==> src/rtl/ir_pipeline_ctrl.sv <==
// Four-stage instruction register pipeline with branch flush, stop/halt sequencing and writeback control.
// Optional retire/flush statistics counters are enabled by defining IR_PIPE_STATS_EN.
module ir_pipeline_ctrl (
  input  logic        clock,
  input  logic        reset,
  input  logic [7:0]  InstrIn,
  input  logic        N,
  input  logic        Z,
  output logic [7:0]  IR1Out,
  output logic [7:0]  IR2Out,
  output logic [7:0]  IR3Out,
  output logic [7:0]  IR4Out,
  output logic        branching,
  output logic        PCSel,
  output logic        PCWrite,
  output logic        RFWrite,
  output logic [1:0]  RegWSel,
  output logic        MemWrite,
  output logic        Halted
`ifdef IR_PIPE_STATS_EN
  ,
  output logic [15:0] RetireCount,
  output logic [15:0] FlushCount
`endif
);

  localparam logic [7:0] NOP = 8'h0A;

  typedef enum logic [1:0] {RUN, FREEZE, DRAIN, HALT} state_t;
  typedef enum logic [3:0] {
    K_NOP, K_LOAD, K_STOP, K_STORE, K_ALU, K_SHIFT, K_ORI, K_BZ, K_BNZ, K_BPZ
  } kind_t;

  state_t state;
  kind_t  kind2, kind3, kind4;
  logic   taken;

  function automatic kind_t decode(input logic [7:0] ir);
    kind_t k;
    k = K_NOP;
    if (ir[3:0] == 4'b0100 || ir[3:0] == 4'b0110 || ir[3:0] == 4'b1000) k = K_ALU;
    else if (ir[2:0] == 3'b011) k = K_SHIFT;
    else if (ir[2:0] == 3'b111) k = K_ORI;
    else begin
      case (ir[3:0])
        4'b0000: k = K_LOAD;
        4'b0001: k = K_STOP;
        4'b0010: k = K_STORE;
        4'b0101: k = K_BZ;
        4'b1001: k = K_BNZ;
        4'b1101: k = K_BPZ;
        default: k = K_NOP;
      endcase
    end
    return k;
  endfunction

  always_comb begin
    kind2 = decode(IR2Out);
    kind3 = decode(IR3Out);
    kind4 = decode(IR4Out);
    taken = (kind3 == K_BZ && Z) || (kind3 == K_BNZ && !Z) || (kind3 == K_BPZ && !N);
    branching = taken;
    PCSel     = taken;
    MemWrite  = (kind3 == K_STORE);
    RFWrite   = 1'b0;
    RegWSel   = 2'd0;
    case (kind4)
      K_LOAD, K_ALU, K_SHIFT: begin
        RFWrite = 1'b1;
        RegWSel = IR4Out[7:6];
      end
      K_ORI: begin
        RFWrite = 1'b1;
        RegWSel = 2'd1;
      end
      default: ;
    endcase
  end

  // FREEZE is entered on the edge that moves stop into IR3, so the younger
  // instructions in IR1/IR2 are squashed on that same edge and never retire.
  always_ff @(posedge clock or negedge reset) begin
    if (!reset) begin
      IR1Out  <= NOP;
      IR2Out  <= NOP;
      IR3Out  <= NOP;
      IR4Out  <= NOP;
      state   <= RUN;
      PCWrite <= 1'b1;
      Halted  <= 1'b0;
    end else begin
      case (state)
        RUN: begin
          IR4Out <= IR3Out;
          if (taken) begin
            IR1Out <= NOP;
            IR2Out <= NOP;
            IR3Out <= NOP;
          end else if (kind2 == K_STOP) begin
            IR1Out  <= NOP;
            IR2Out  <= NOP;
            IR3Out  <= IR2Out;
            state   <= FREEZE;
            PCWrite <= 1'b0;
          end else begin
            IR1Out <= InstrIn;
            IR2Out <= IR1Out;
            IR3Out <= IR2Out;
          end
        end
        FREEZE: begin
          IR1Out <= NOP;
          IR2Out <= NOP;
          IR3Out <= IR2Out;
          IR4Out <= IR3Out;
          state  <= DRAIN;
        end
        DRAIN: begin
          IR1Out <= NOP;
          IR2Out <= NOP;
          IR3Out <= NOP;
          IR4Out <= IR3Out;
          state  <= HALT;
          Halted <= 1'b1;
        end
        HALT: begin
          IR1Out <= NOP;
          IR2Out <= NOP;
          IR3Out <= NOP;
          IR4Out <= NOP;
        end
      endcase
    end
  end

`ifdef IR_PIPE_STATS_EN
  always_ff @(posedge clock or negedge reset) begin
    if (!reset) begin
      RetireCount <= '0;
      FlushCount  <= '0;
    end else if (state != HALT) begin
      if (kind4 != K_NOP && RetireCount != '1) RetireCount <= RetireCount + 16'd1;
      if (taken && FlushCount != '1) FlushCount <= FlushCount + 16'd1;
    end
  end
`endif

endmodule
==> config.mk <==
export PLATFORM = sky130hd
export DESIGN_NAME = ir_pipeline_ctrl
export DESIGN_NICKNAME = d
export VERILOG_FILES = /design/src/rtl/ir_pipeline_ctrl.sv
export SDC_FILE = /design/constraint.sdc
export NUM_CORES = 1
export LEC_CHECK = 0
export BUFFER_PORTS_ARGS = -buffer_cell sky130_fd_sc_hd__buf_4
export CAP_MARGIN = 20
export CORE_MARGIN = 10
export CORE_UTILIZATION = 45
export DETAILED_ROUTE_END_ITERATION = 6
export PLACE_DENSITY = 0.78
export SYNTH_ARGS = -nofsm -noshare
export SYNTH_HDL_FRONTEND = slang
export SYNTH_SLANG_ARGS = --single-unit
==> constraint.sdc <==
create_clock -name clock -period 3.1 [get_ports clock]
set_input_delay 0.62 -clock clock [delete_from_list [all_inputs] [get_ports clock]]
set_output_delay 0.62 -clock clock [all_outputs]
set_load 0.02 [all_outputs]
After elaboration in Yosys (flattened, before gate mapping)
Index checks and enable logic that the tools add are counted.
{"block": "totals", "register_bits": 36, "word_cells": 103, "in_bits": 12, "out_inout_bits": 40}
{"block": "op_classes", "mux": 26, "n_bitwise": 1, "n_reduce_logical": 25, "eq_ne": 44}
{"operator": "$pmux 4 s6", "n": 3}
{"operator": "$eq 4x3->1 const B", "n": 13}
{"operator": "$pmux 8 s2", "n": 3}
{"operator": "$eq 4x4->1 const B", "n": 11}
{"operator": "$mux 8", "n": 5}
{"operator": "$mux 4", "n": 9}
{"operator": "$pmux 8 s3", "n": 1}
{"operator": "$eq 4x2->1 const B", "n": 5}
{"operator": "$eq 4x1->1 const B", "n": 4}
{"operator": "$logic_not 4->1", "n": 3}
{"operator": "$eq 3x2->1 const B", "n": 3}
{"operator": "$eq 3x3->1 const B", "n": 3}
{"operator": "$reduce_or 3->1", "n": 3}
{"operator": "$logic_or 1x1->1", "n": 8}
{"operator": "$pmux 2 s3", "n": 1}
{"operator": "$reduce_and 3->1", "n": 2}
{"operator": "$eq 2x2->1 const B", "n": 2}
{"operator": "$mux 2", "n": 2}
{"operator": "$ne 2x2->1 const B", "n": 2}
{"operator": "$pmux 2 s2", "n": 1}
{"operator": "$reduce_or 4->1", "n": 1}
{"operator": "$logic_and 1x1->1", "n": 3}
{"operator": "$reduce_bool 3->1", "n": 1}
{"operator": "$eq 2x1->1 const B", "n": 1}
{"operator": "5 further kinds", "n": 6}

Depth between registers and ports, before layout
{"block": "logic_depth", "depth_word": 11, "mapped_depth": 6}

Worst setup path before layout
OpenSTA, ideal clock, no wires.
{"block": "synth_timing", "kind": "input-to-output", "from": "in Z", "to": "out branching", "arrival_ns": 1.578, "path_slack_ns": 0.902, "stages": 3, "path_buffers": 1, "required_ns": 2.480, "cell_sequence": "mux2i_2 > a311oi_4 > buf_4"}
{"block": "synth_between", "elab_chain_len": 4, "word_cells_on_any_way": 5, "cone_classes": "5 x reduce/logical"}
{"element": "start, declared", "line_no": "8", "text": "input logic Z,"}
{"element": "$logic_not 1->1", "line_no": "62", "text": "taken = (kind3 == K_BZ && Z) || (kind3 == K_BNZ && !Z) || (kind3 == K_BPZ && !N);"}
{"element": "$logic_and 1x1->1", "line_no": "62"}
{"element": "$logic_or 1x1->1 (*) (2 in a row)", "line_no": "62"}
{"element": "end, declared", "line_no": "13", "text": "output logic branching,"}
Mark *: on every way between the ends. The rest lies on a longest branch, timed or not.

Worst setup path after layout
{"block": "layout_timing", "from": "reg IR3Out[3]", "to": "out PCSel"}
{"block": "layout_between", "elab_chain_len": 9, "word_cells_on_any_way": 23, "cone_classes": "11 x eq/ne; 4 x mux; 8 x reduce/logical"}
{"element": "start, declared", "line_no": "11", "text": "output logic [7:0] IR3Out,"}
{"element": "start signal, assigned", "line_no": "103", "text": "IR3Out <= IR2Out;"}
{"element": "start signal, assigned", "line_no": "109", "text": "IR3Out <= IR2Out;"}
{"element": "start signal, assigned", "line_no": "115", "text": "IR3Out <= IR2Out;"}
{"element": "$eq 4x4->1, or another cell as far along", "line_no": "45", "text": "case (ir[3:0])"}
{"element": "$pmux 4 s6", "line_no": "45"}
{"element": "$mux 4", "line_no": "43", "text": "else if (ir[2:0] == 3'b111) k = K_ORI;"}
{"element": "$mux 4", "line_no": "42", "text": "else if (ir[2:0] == 3'b011) k = K_SHIFT;"}
{"element": "$mux 4 (*)", "line_no": "41", "text": "if (ir[3:0] == 4'b0100 || ir[3:0] == 4'b0110 || ir[3:0] == 4'b1000) k = K_ALU;"}
{"element": "$eq 4x3->1 or $eq 4x4->1 (tied branches)", "line_no": "62"}
{"element": "$logic_and 1x1->1", "line_no": "62"}
{"element": "$logic_or 1x1->1", "line_no": "62"}
{"element": "$logic_or 1x1->1 (*)", "line_no": "62"}
{"element": "end, declared", "line_no": "14", "text": "output logic PCSel,"}
Marks and branches as above.

==> impl_metrics.py <==
metrics = {
    "final_layout": {
        "area_growth_syn_to_layout_pct": 32.87,
        "mostFrequentLayoutCells": "buf_4 (51), dfrtp_1 (27), and2_4 (10)",
        "layout.nets": 185,
        "diodes": 0,
        "post-route-util": 0.6130,
        "drive_gt1_frac": 0.5385,
        "layout_commonest_cell": "buf_4",
    },
    "synthesis": {
        "seq_area_frac_synth": 0.6020,
        "area_share_of_xor_xnor_cells_in_the_synthesized_design": 0,
        "postSynthCellCount": 112,
        "syn_avg_cell_area_um2": 13.53,
        "ys.warnings.count": 0,
        "post_synth_fa_ha_maj_area_fraction": 0.04129,
        "postSynthNetCount": 129,
        "post_synth_instance_area_um2": 1515,
        "synth_top_family_by_area": "simple AND/OR/NAND/NOR gates",
        "synth_simple_gate_area_share": 0.2370,
        "yosys_cell_types": 34,
        "muxShareOfSynthArea": 0.02395,
        "synth_compound_gate_area_share": 0.07597,
        "number_of_synthesized_register_bits": 36,
    },
    "worst_setup_path": {
        "setup.worst_path.class": "reg -> out",
        "worst-endpoint-required_ps": 2480,
        "critical_path.cell_chain": "mux2i_2 -> a311oi_4 -> buf_4",
        "top_fanout_value_on_the_critical_path": 9,
        "slowest_delay_ps": 610,
        "worst-endpoint-arrival_ps": 1810,
        "path_buf_inv": 1,
        "kind_of_start_point_of_the_critical_path": "flop",
        "endpoint_kind": "output pin",
        "cp_top_delay_family": "flip-flops",
        "critPathSlowestCell": "dfstp_2",
    },
    "floorplan": {
        "floorplan.core_area_um2": 3284,
        "core.rowCount": 21,
        "initial_core_util": 0.4613,
        "top_level_ports": 52,
        "die_area_um2": 6088,
        "die_h_um": 78.03,
        "fp.dieW_um": 78.03,
    },
    "power_and_ir_drop": {
        "vdd.ir_drop.worst_v": 0.0003004,
        "total_power_uw": 804.1,
        "power_density_of_the_placed_cells_nw_per_um2": 399.4,
        "power.leakage_nw": 0.9819,
    },
    "grt": {
        "pin_count_of_the_biggest_net_entering_global_routing": 37,
        "initial_antenna_violation_count": 0,
        "grt_pass1_vias": 1060,
        "grt_first_pass_wirelength_um": 5071,
        "grt.total_usage": 0.1031,
        "grt_remaining_overflow": 0,
    },
    "route": {
        "detailed_route_wire_length_per_cell_um": 14.75,
        "vias": 1004,
        "drt_wl_total_um": 3171,
        "drtPass1Iterations": 4,
        "drt_drc_violations_left": 0,
        "post_route_ant_nets": 0,
        "drt-initial-drc-count": 95,
        "routed_via_density": 4.670,
    },
    "sta": {
        "hold_viol": 0,
        "worst_clk_skew_ps": 9.897,
        "timing_worst_slew_pin_value_ps": 566.8,
        "timing.final.crit_share": 0.7837,
        "grt_setup_unrepaired": "no",
        "fin_setup_tns_ps": 0,
        "relative_max_transition_margin": 0.6221,
        "setup_viol": 0,
        "fin_crit_ps": 2430,
        "final_max_slew_viol_count": 0,
        "achievable-frequency_mhz": 411.6,
    },
    "hold_path": {
        "hold_path_class": "in -> async",
    },
    "run_status": {
        "status": "complete, no violations",
    },
    "cts": {
        "cts.repair_timing.setup_buffer_count": 0,
        "clock_latency_ps": 330,
        "cts.sinks": 36,
        "max-clock-path-buffers": 2,
        "clock_tree.htree_level_count": 2,
        "cts_inserted_buffers": 5,
        "cts-resized-gates": 0,
        "clockRootBuffer": "clkbuf_4",
        "cts_tree": "built",
        "hold_buf_count_cts": 0,
        "path_clk_slew_ps": 110,
    },
    "run": {
        "drv.max_cap_violation_count": 0,
    },
    "placement": {
        "gp_routability_congestion": 0.7609,
        "io_buffers": 51,
        "dpl.hpwl_um": 2471,
    },
}
-- worst reg2reg max path, stage by stage, from the launching register on --
cell	delay, ps
dfrtp_1	440
inv_1	160
ha_1	250
inv_1	110
nor3_4	500
or2b_1	280
-- sequential cells by signal (all words and copies together) (netlist names) --
name,cells
Halted,1
IR1Out,8
IR2Out,8
IR3Out,8
IR4Out,8
PCWrite,1
state,2
-- layout make-up --
type	count	area, µm²
timing repair buffer	51	382.9
multi-input combinational	71	573.1
fill	278	1271
inverter	3	11.26
clock inverter	2	35.03
clock buffer	6	41.29
sequential	36	912.1
tap	46	57.56
-- power by group --
part           switching (mW)  internal, mW
registers                   0         0.470
clock network           0.143         0.169
logic                  0.0117       0.00994
total                   0.155         0.649
-- kinds of logic after synthesis --
| group | after synthesis |
|---|---|
| AOI/OAI and AO/OA | 14 |
| adders and majority gates | 5 |
| buffers and inverters | 5 |
| DFF | 36 |
| muxes | 3 |
| and+or+nand+nor | 49 |
-- synthesized netlist by cell type --
cell | count | area share
o22ai_1 | 2 | 0.0083
ha_1 | 5 | 0.041
nor3_1 | 1 | 0.0033
dfrtp_1 | 27 | 0.45
nor2b_1 | 6 | 0.025
or2b_1 | 4 | 0.020
nand2_2 | 1 | 0.0041
nand2_1 | 3 | 0.0074
a311oi_1 | 1 | 0.0058
a311oi_4 | 1 | 0.017
and2_2 | 2 | 0.0099
mux2i_2 | 1 | 0.0091
nor4b_1 | 1 | 0.0058
nor4b_4 | 1 | 0.016
and3_1 | 6 | 0.025
mux2_2 | 2 | 0.015
o2111ai_1 | 1 | 0.0058
buf_4 | 1 | 0.0050
o21a_1 | 4 | 0.020
and2_4 | 10 | 0.058
o211ai_1 | 1 | 0.0050
buf_6 | 1 | 0.0074
a31oi_1 | 1 | 0.0041
or3_1 | 2 | 0.0083
nand2b_1 | 2 | 0.0083
and2_1 | 1 | 0.0041
nand3_1 | 1 | 0.0033
and3b_1 | 1 | 0.0058
inv_1 | 3 | 0.0074
nor2_1 | 1 | 0.0025
or2_2 | 5 | 0.021
dfstp_2 | 9 | 0.16
o21ai_0 | 3 | 0.0099
nor3_4 | 1 | 0.011
-- per-stage QoR --
step	setup WS (ps)	area, µm²	std cells	hold slack (ps)
6_report	670.4	2013	215	227.5
5_1_grt	562.3	2013	215	231.1
4_1_cts	646.6	2013	215	227.8
3_5_place_dp	837.0	1937	207	450.0
3_3_place_gp	859.3	1937	207	448.4
2_1_floorplan	902.2	1515	112	324.4
-- final timing paths --
path / start / endpoint / slack (ps) / cells after the start
hold reg to reg: PCWrite$_DFFE_PN1P_ / PCWrite$_DFFE_PN1P_ / 460 / 1
setup reg to reg: state[1]$_DFFE_PN0P_ / IR1Out[3]$_DFF_PN1_ / 1300 / 5
min in group clock: PCWrite$_DFFE_PN1P_ / PCWrite$_DFFE_PN1P_ / 460 / 1
hold / removal: reset / IR4Out[0]$_DFF_PN0_ / 230 / 1
setup / recovery: IR3Out[3]$_DFF_PN1_ / PCSel / 670 / 3
max in group asynchronous: reset / IR2Out[3]$_DFF_PN1_ / 2530 / 1
-- metal layers --
metal,vias up,global-route usage,wire length [µm]
li1,493,-,-
met1,468,0.1065,1292
met2,43,0.1667,1461
met3,0,0.07289,418
met4,0,0.02688,0
met5,-,0,0
Note: power is estimated with default switching activity, not from simulation.
